<file path="config.mk">
export PLATFORM = sky130hd
export DESIGN_NAME = stall_perf_counter
export DESIGN_NICKNAME = d
export VERILOG_FILES = /design/src/rtl/stall_perf_counter.sv
export SDC_FILE = /design/constraint.sdc
export NUM_CORES = 2
export LEC_CHECK = 0
export CAP_MARGIN = 20
export CORE_ASPECT_RATIO = 0.6
export CORE_MARGIN = 2
export CORE_UTILIZATION = 60
export CTS_BUF_LIST = sky130_fd_sc_hd__clkbuf_4 sky130_fd_sc_hd__clkbuf_8
export DETAILED_ROUTE_END_ITERATION = 6
export GPL_TIMING_DRIVEN = 0
export MAX_ROUTING_LAYER = met4
export PLACE_DENSITY = 0.76
export SLEW_MARGIN = 40
export SYNTH_ARGS = -nofsm -noshare
export SYNTH_HDL_FRONTEND = slang
export SYNTH_SLANG_ARGS = --single-unit
</file>
<file path="constraint.sdc">
create_clock -name clk -period 7.19 [get_ports clk]
set_clock_uncertainty 0.2 [all_clocks]
set_input_delay 1.438 -clock clk [delete_from_list [all_inputs] [get_ports clk]]
set_output_delay 1.438 -clock clk [all_outputs]
set_load 0.02 [all_outputs]
</file>
<file path="src/rtl/stall_perf_counter.sv">
// Stall-cause performance counters: live bank with priority-attributed and raw
// per-flag counts, a snapshot shadow bank, and a one-cycle pipelined read port.
module stall_perf_counter #(
    parameter int NUM_CAUSES = 16,
    parameter int CNT_W      = 32,
    parameter int ADDR_W     = 6
) (
    input  logic                  clk,
    input  logic                  rst_n,
    input  logic                  start,
    input  logic                  stop,
    input  logic                  count_en,
    input  logic [NUM_CAUSES-1:0] stall_flags,
    input  logic                  dispatch_stall,
    input  logic                  clear,
    input  logic                  snap,
    input  logic                  rd_req,
    input  logic [ADDR_W-1:0]     rd_addr,
    output logic                  rd_ack,
    output logic [CNT_W-1:0]      rd_data,
    output logic                  overflow,
    output logic [1:0]            state_o
);

    localparam int NUM_CNT = 3 + 2 * NUM_CAUSES;

    localparam logic [1:0] IDLE = 2'd0;
    localparam logic [1:0] RUN  = 2'd1;
    localparam logic [1:0] HOLD = 2'd2;

    logic [1:0]                      state;
    logic [NUM_CNT-1:0][CNT_W-1:0]   live;
    logic [NUM_CNT-1:0][CNT_W-1:0]   shadow;
    logic [NUM_CNT-1:0]              inc;
    logic                            counted;
    logic                            prim_found;
    logic                            sat_hit;
    logic [CNT_W-1:0]                rd_val;

    assign state_o = state;

    always_ff @(posedge clk or negedge rst_n) begin
        if (!rst_n) begin
            state <= IDLE;
        end else if (stop) begin
            if (state == RUN) state <= HOLD;
        end else if (start && state != RUN) begin
            state <= RUN;
        end
    end

    // Primary cause goes to the lowest set flag; only the first hit in the scan claims it.
    always_comb begin
        inc        = '0;
        prim_found = 1'b0;
        counted    = (state == RUN) && count_en;
        if (counted) begin
            inc[0] = 1'b1;
            inc[1] = dispatch_stall;
            inc[2] = dispatch_stall && (stall_flags == '0);
            for (int unsigned i = 0; i < NUM_CAUSES; i++) begin
                inc[3 + NUM_CAUSES + i] = stall_flags[i];
                if (dispatch_stall && stall_flags[i] && !prim_found) begin
                    inc[3 + i] = 1'b1;
                    prim_found = 1'b1;
                end
            end
        end
    end

    always_comb begin
        sat_hit = 1'b0;
        for (int unsigned i = 0; i < NUM_CNT; i++) begin
            if (inc[i] && live[i] == '1) sat_hit = 1'b1;
        end
    end

    always_ff @(posedge clk or negedge rst_n) begin
        if (!rst_n) begin
            live     <= '0;
            overflow <= 1'b0;
        end else if (clear) begin
            live     <= '0;
            overflow <= 1'b0;
        end else begin
            for (int unsigned i = 0; i < NUM_CNT; i++) begin
                if (inc[i] && live[i] != '1) live[i] <= live[i] + CNT_W'(1);
            end
            if (sat_hit) overflow <= 1'b1;
        end
    end

    always_ff @(posedge clk or negedge rst_n) begin
        if (!rst_n) begin
            shadow <= '0;
        end else if (snap) begin
            shadow <= live;
        end
    end

    // Unmapped addresses fall through to zero.
    always_comb begin
        rd_val = '0;
        for (int unsigned i = 0; i < NUM_CNT; i++) begin
            if (rd_addr == ADDR_W'(i)) rd_val = shadow[i];
        end
    end

    always_ff @(posedge clk or negedge rst_n) begin
        if (!rst_n) begin
            rd_ack  <= 1'b0;
            rd_data <= '0;
        end else begin
            rd_ack <= rd_req;
            if (rd_req) rd_data <= rd_val;
        end
    end

endmodule

</file>
### After elaboration in Yosys (flattened, before gate mapping)

Cells that the tools add are included.

* register bits after elaboration: 2276
* output and inout port bits: 36

* $add $sub $neg: 35
* reductions and logical operators: 159
* equality and inequality tests: 107
* mux-type cells: 157

Operator list (count)
* $mux W32: 70
* $add A32 B1 Y32 const B: 35
* $eq A32 B32 Y1 const B: 35
* $mux W1120: 1
* $ne A32 B32 Y1 const B: 35
* $logic_and A1 B1 Y1: 104
* $eq A6 B5 Y1 const B: 16
* $mux W1: 82
* $reduce_bool A2 Y1: 37
* $eq A6 B4 Y1 const B: 8
* $mux W35: 1
* $eq A6 B3 Y1 const B: 4
* $eq A6 B6 Y1 const B: 3
* $logic_not A16 Y1: 1
* $logic_not A1 Y1: 15
* $eq A6 B2 Y1 const B: 2
* $eq A6 B1 Y1 const B: 1
* $logic_not A6 Y1: 1
* $mux W2: 3
* $ne A2 B1 Y1 const B: 2
* $eq A2 B1 Y1 const B: 1
* $reduce_and A2 Y1: 1

### Logic depth before layout (Yosys ltp)

* word-level depth: 101
* gate-level depth with buffers: 12
* depth with buffers taken out: 9

### Worst setup path after synthesis

OpenSTA, ideal clock, no wires.

* path kind: in2reg
* start: input port stall_flags[4]
* end: register live[478] (netlist bit)
* path buffers: 3
* slack: 2.924 ns
* stages: 10
* arrival time: 3.988 ns
* cell sequence: clkbuf_2 > or4b_2 > or4_1 > clkbuf_2 > a211o_1 > buf_6 > nor4_4 > nand2_2 > or3_1 > a21oi_1

* word-level cells in the longest chain between the ends: 34

Ends and longest elaborated chain
* from (decl): RTL line 13 `input logic [NUM_CAUSES-1:0] stall_flags,`
* $logic_and A1 B1 Y1 * (2 in a row): RTL line 63 `if (dispatch_stall && stall_flags[i] && !prim_found) begin`
* $mux W1 *: RTL line 63
* $mux W1 *: RTL line 57 `if (counted) begin`
* $logic_not A1 Y1: RTL line 63
* $logic_and A1 B1 Y1: RTL line 63
* $mux W1 *: RTL line 63
* $mux W1 *: RTL line 57
* $logic_not A1 Y1: RTL line 63
* (+17 left out)
* $mux W1 *: RTL line 63
* $mux W1 *: RTL line 57
* $logic_not A1 Y1 *: RTL line 63
* $logic_and A1 B1 Y1 *: RTL line 63
* $mux W1 *: RTL line 63
* $mux W35 *: RTL line 57
* $logic_and A1 B1 Y1 *: RTL line 87 `if (inc[i] && live[i] != '1) live[i] <= live[i] + CNT_W'(1);`
* $reduce_bool A2 Y1 (no source line) *
* to (signal assigned): RTL line 80 `live <= '0;`
* to (signal assigned): RTL line 83 `live <= '0;`
* to (decl): RTL line 32 `logic [NUM_CNT-1:0][CNT_W-1:0] live;`

Every way passes the cells marked *; elsewhere a longest branch is shown, timed or not. The select of a mux whose other input is x is not followed.
A chain may end at the register's enable or synchronous reset.

### Worst setup path in the final report

* start: input port rd_addr[0]
* end: register rd_data[20]

* word-level cells in the longest chain between the ends: 36
* elaborated cells on any way between the ends: 70
* classes of those cells: 34 x eq/ne; 35 x mux; 1 x reduce/logical

Ends and longest elaborated chain
* from (decl): RTL line 18 `input logic [ADDR_W-1:0] rd_addr,`
* $logic_not A6 Y1: RTL line 105 `if (rd_addr == ADDR_W'(i)) rd_val = shadow[i];`
* $mux W32 (34 in a row): RTL line 105
* $mux W32 *: RTL line 105
* to (signal assigned): RTL line 115 `if (rd_req) rd_data <= rd_val;`
* to (decl): RTL line 20 `output logic [CNT_W-1:0] rd_data,`

Every way passes the cells marked *; elsewhere a longest branch is shown, timed or not.

==> results.rst <==
.. list-table::
   :header-rows: 1

   * - Metric
     - Value
   * - Status
     - finished with violations
   * - Failing checks
     - design-rule violations, negative setup slack
   * - Dominant cell by count in the synthesized netlist
     - sky130_fd_sc_hd__dfrtp_1
   * - Crit path kind
     - in -> reg
   * - Post-Syn Instances
     - a little over 10000
   * - Period Utilization, post-route
     - 102%
   * - Critical-path top delay cell
     - sky130_fd_sc_hd__buf_2
   * - Minimum setup slack in the final design
     - -161 ps
   * - Post-detailed-route DRC marker count
     - 385
   * - Overall overflow remaining after global route
     - 0
   * - Kind of end point of the critical path
     - flop
   * - Post-layout min period
     - ~7400 ps
   * - Synth Cell Area
     - roughly 0.11 mm2
   * - Number of distinct library cells after synthesis
     - slightly below 100
   * - Flip-flop and latch count after synthesis
     - roughly 2300
   * - Via count normalized by instance count
     - a little over 7
   * - EDFF count, synth
     - 0
   * - Sequential element share of the synthesized area
     - a little over half
   * - Global routing met2 resource utilization
     - between 50% and 60%
   * - Post-DP Area
     - about 0.11 mm2
   * - Critical path cell sequence
     - clkdlybuf4s50_1 > buf_2 > clkbuf_2 > buf_2 > buf_2 > buf_2 > o21ai_0 > a32oi_1 > a21oi_1 > o21ai_1 > o2bb2ai_1
   * - Maximum fanout encountered on the critical timing path
     - 14
   * - Crit path arrival time
     - 8050 ps
   * - Prevailing post-synth register cell
     - sky130_fd_sc_hd__dfrtp_1
   * - Most area-hungry cell type in the Yosys netlist
     - sky130_fd_sc_hd__dfrtp_1
   * - Clock transition at path regs
     - 80 ps
   * - Startpoint Class
     - input pin
   * - Die outline area
     - ~0.18 mm2
   * - Net count of the mapped netlist
     - slightly above 10000
   * - Worst-case headroom to the max-slew limit
     - a little under a quarter
   * - Pin count of the biggest net entering global routing
     - 119
   * - Utilization after layout
     - approximately two thirds
   * - Number of vias after detailed routing
     - approximately 96000
   * - Fmax
     - around 140 MHz
   * - Post-synthesis area per instance
     - about 11 um2
   * - Placeable core region
     - around 0.18 mm2
   * - Post-detailed-placement half-perimeter wirelength
     - between 300000 and 400000 um
   * - Setup Buffers After CTS
     - 0
   * - Share of layout cells above drive strength 1
     - about a fifth
   * - Routed wire length per instance
     - between 30 and 40 um
   * - Die W
     - ~550 um
   * - Count of final hold-check violations
     - 0
   * - Proportion of netlist area held by the largest area contributor
     - 52.5%
   * - Antenna violations before repair
     - 81
   * - TritonCTS clock tree
     - built
   * - Number of nets in the layout
     - roughly 11000
   * - Async SR Flop Fraction
     - between 90% and 100%
   * - Worst vdd ir
     - 0.188 mV
   * - Dominant cells by area after synthesis
     - sky130_fd_sc_hd__dfrtp_1 (52%), sky130_fd_sc_hd__mux2_2 (12%), sky130_fd_sc_hd__nor2_1 (4.8%), sky130_fd_sc_hd__xor2_1 (4.5%), sky130_fd_sc_hd__xnor2_1 (2.9%)
   * - Ports placed on the boundary
     - 67
   * - Setup-failing EPs final
     - 1
   * - Placement row count
     - between 100 and 150
   * - Unrepaired setup endpoints after global routing
     - no
   * - Final count of pins violating max slew
     - 0
   * - Vias in the first global route
     - between 80000 and 90000
   * - Die outline height
     - between 300 and 400 um
   * - Hold Path Class
     - in -> async
   * - Remaining number of nets flagged by the antenna check after routing
     - 0
   * - Initial drt markers
     - roughly 17000
   * - Areal power density over the cells
     - roughly 220 mW/mm2
   * - Top cell by count, worst path
     - sky130_fd_sc_hd__buf_2
   * - Global-route wire length before repair
     - about 670000 um
   * - Worst Reg-to-Reg Cells
     - 11
   * - Share of power burned in combinational logic
     - under 10%
   * - # H-tree levels
     - 5
   * - Power share of the sequential group
     - 49.1%
   * - Number of warning messages in the yosys log
     - 0
   * - Resize count post-CTS
     - 0
   * - CTS Sinks
     - approximately 2300
   * - Aggregate routed wire length
     - between 400000 and 500000 um
   * - Clock power frac
     - roughly 44%
   * - Sw frac
     - about a quarter
   * - Clock buffer count from CTS
     - 340
   * - Met3 global-route usage
     - 42.7%
   * - Synthesis-to-layout area growth
     - 12.4%
   * - CP Launch Point
     - rd_addr[0]
   * - Power Internal
     - 19.3 mW
   * - Design Area, Final
     - between 0.1 and 0.15 mm2
   * - Met1 global-route usage
     - a little under three quarters
   * - Actual slew at the worst max-slew pin
     - around 1200 ps
   * - Count of input and output buffers
     - 60
   * - Highest cell delay on the worst timing path
     - 870 ps
   * - Cell types with the highest counts after synthesis
     - sky130_fd_sc_hd__dfrtp_1 (2276), sky130_fd_sc_hd__nor2_1 (1393), sky130_fd_sc_hd__mux2_2 (1140)
   * - Worst r2r dst
     - overflow
   * - Number of buffers on the longest clock path
     - 4
   * - Initial cell density of the core
     - about three fifths
   * - Net switching power
     - 6.98 mW
   * - GRT busiest layer
     - met1
   * - Static leakage
     - approximately 54 nW
   * - Number of hold buffers added after cts
     - 0
   * - Root buffer cell
     - sky130_fd_sc_hd__clkbuf_8
   * - Reg-to-Reg Start
     - state_o[1]
   * - Setup crit end
     - rd_data[20]
   * - Total routing usage reported by global routing
     - between 50% and 60%
   * - Placer congestion estimate
     - 1.19
   * - Max-cap check violation count
     - 0
   * - Required time of the critical path
     - between 7000 and 8000 ps
   * - Pre-antenna DRT Iters
     - 7
   * - R2R Setup Slk
     - around 1000 ps
   * - Clock latency on the worst-skew pair
     - about 1000 ps
==> worst max-delay path, delay by kind of cell <==
family	cells	cell delay (ps)
buffers and inverters	6	4230
AO/OA/AOI/OAI	5	2250
==> worst min path at each step <==
stage / start / endpoint / slack (ps) / cells after the start
after floorplan: shadow[289] / shadow[289] / 270 / 1
after global routing: rst_n / live[178] / 160 / 1
final: rst_n / live[179] / 120 / 1
after global placement: shadow[390] / shadow[390] / 280 / 1
after CTS: rst_n / live[179] / 130 / 1
after detailed placement: shadow[817] / shadow[817] / 290 / 1
==> kinds of logic (layout without fill, tap and decap cells) <==
group	count (synthesis)	count (layout)	share of synthesized area (%)
flops	2276	2276	52.5
other cells	0	129	0
mux	1245	1245	13.0
fa+ha+maj	35	35	0.404
buf+inv	624	1351	2.19
compound gates	1349	1349	7.68
simple gates	3781	3781	16.9
xor+xnor	914	914	7.38
==> power groups by stage <==
stage	clock network, mW	registers (mW)	logic [mW]
after floorplan	0	13.1	0.579
after global placement	0	13.2	1.46
after detailed placement	0	13.1	1.64
after CTS	11.5	12.9	1.64
after global routing	12.0	12.9	1.76
final	11.6	12.9	1.78
==> state kept, by name, indices dropped and copies added (netlist names) <==
register,cells
live,1120
overflow,1
rd_ack,1
rd_data,32
shadow,1120
state_o,2
==> final cells by class <==
type,instances,area [um2]
clock buffer,523,6610
buffer,495,2050
sequential,2276,57000
clock inverter,70,603
timing repair buffer,134,2080
antenna,129,323
fill,13200,57100
tap,2379,2980
inverter,129,484
multi-input combinational,7324,49800
==> cells in the final DEF, fill, tap and decap left out, types with 25 or more instances in the layout <==
cell type and instances:
sky130_fd_sc_hd__clkbuf_8 429, sky130_fd_sc_hd__clkbuf_2 100, sky130_fd_sc_hd__ha_1 35, sky130_fd_sc_hd__and2_1 40, sky130_fd_sc_hd__clkdlybuf4s50_1 56, sky130_fd_sc_hd__and3_1 170, sky130_fd_sc_hd__nand2_1 648, sky130_fd_sc_hd__inv_1 128
sky130_fd_sc_hd__xnor2_1 356, sky130_fd_sc_hd__mux2i_1 90, sky130_fd_sc_hd__nand4_1 327, sky130_fd_sc_hd__and4_1 109, sky130_fd_sc_hd__buf_16 45, sky130_fd_sc_hd__buf_2 49, sky130_fd_sc_hd__nor4_1 71, sky130_fd_sc_hd__diode_2 129
sky130_fd_sc_hd__a21oi_1 408, sky130_fd_sc_hd__o22ai_1 99, sky130_fd_sc_hd__a221oi_1 46, sky130_fd_sc_hd__or2_2 25, sky130_fd_sc_hd__nor2_1 1374, sky130_fd_sc_hd__clkbuf_1 342, sky130_fd_sc_hd__xor2_1 558, sky130_fd_sc_hd__nand3_1 454
sky130_fd_sc_hd__dfrtp_1 2276, sky130_fd_sc_hd__clkinv_2 42, sky130_fd_sc_hd__o211ai_1 32, sky130_fd_sc_hd__a31oi_1 35, sky130_fd_sc_hd__o221ai_1 32, sky130_fd_sc_hd__a211oi_1 27, sky130_fd_sc_hd__nor3_1 178, sky130_fd_sc_hd__mux2_2 1140
sky130_fd_sc_hd__o21ai_0 367, sky130_fd_sc_hd__clkbuf_4 96, sky130_fd_sc_hd__a22oi_1 84, sky130_fd_sc_hd__or3_1 187
==> per-layer routing <==
| metal | up-vias | wire [um] |
|---|---|---|
| li1 | 37500 | - |
| met1 | 48600 | 190000 |
| met2 | 8502 | 166000 |
| met3 | 1593 | 111000 |
| met4 | 0 | 24100 |
| met5 | - | 0 |
==> metrics by stage <==
step | setup WS [ps] | setup TNS [ps] | cells | hold slack [ps] | power, mW
6_report | -161 | -161 | 13500 | 122 | 26.3
3_3_place_gp | -97620 | - | 12700 | 282 | 14.7
4_1_cts | 754 | 0 | 13300 | 128 | 26.0
3_5_place_dp | -234 | -234 | 12700 | 292 | 14.8
5_1_grt | 368 | 0 | 13400 | 158 | 26.7
2_1_floorplan | 2920 | 0 | 10200 | 272 | 13.7
Note: power is estimated with default switching activity, not from simulation.
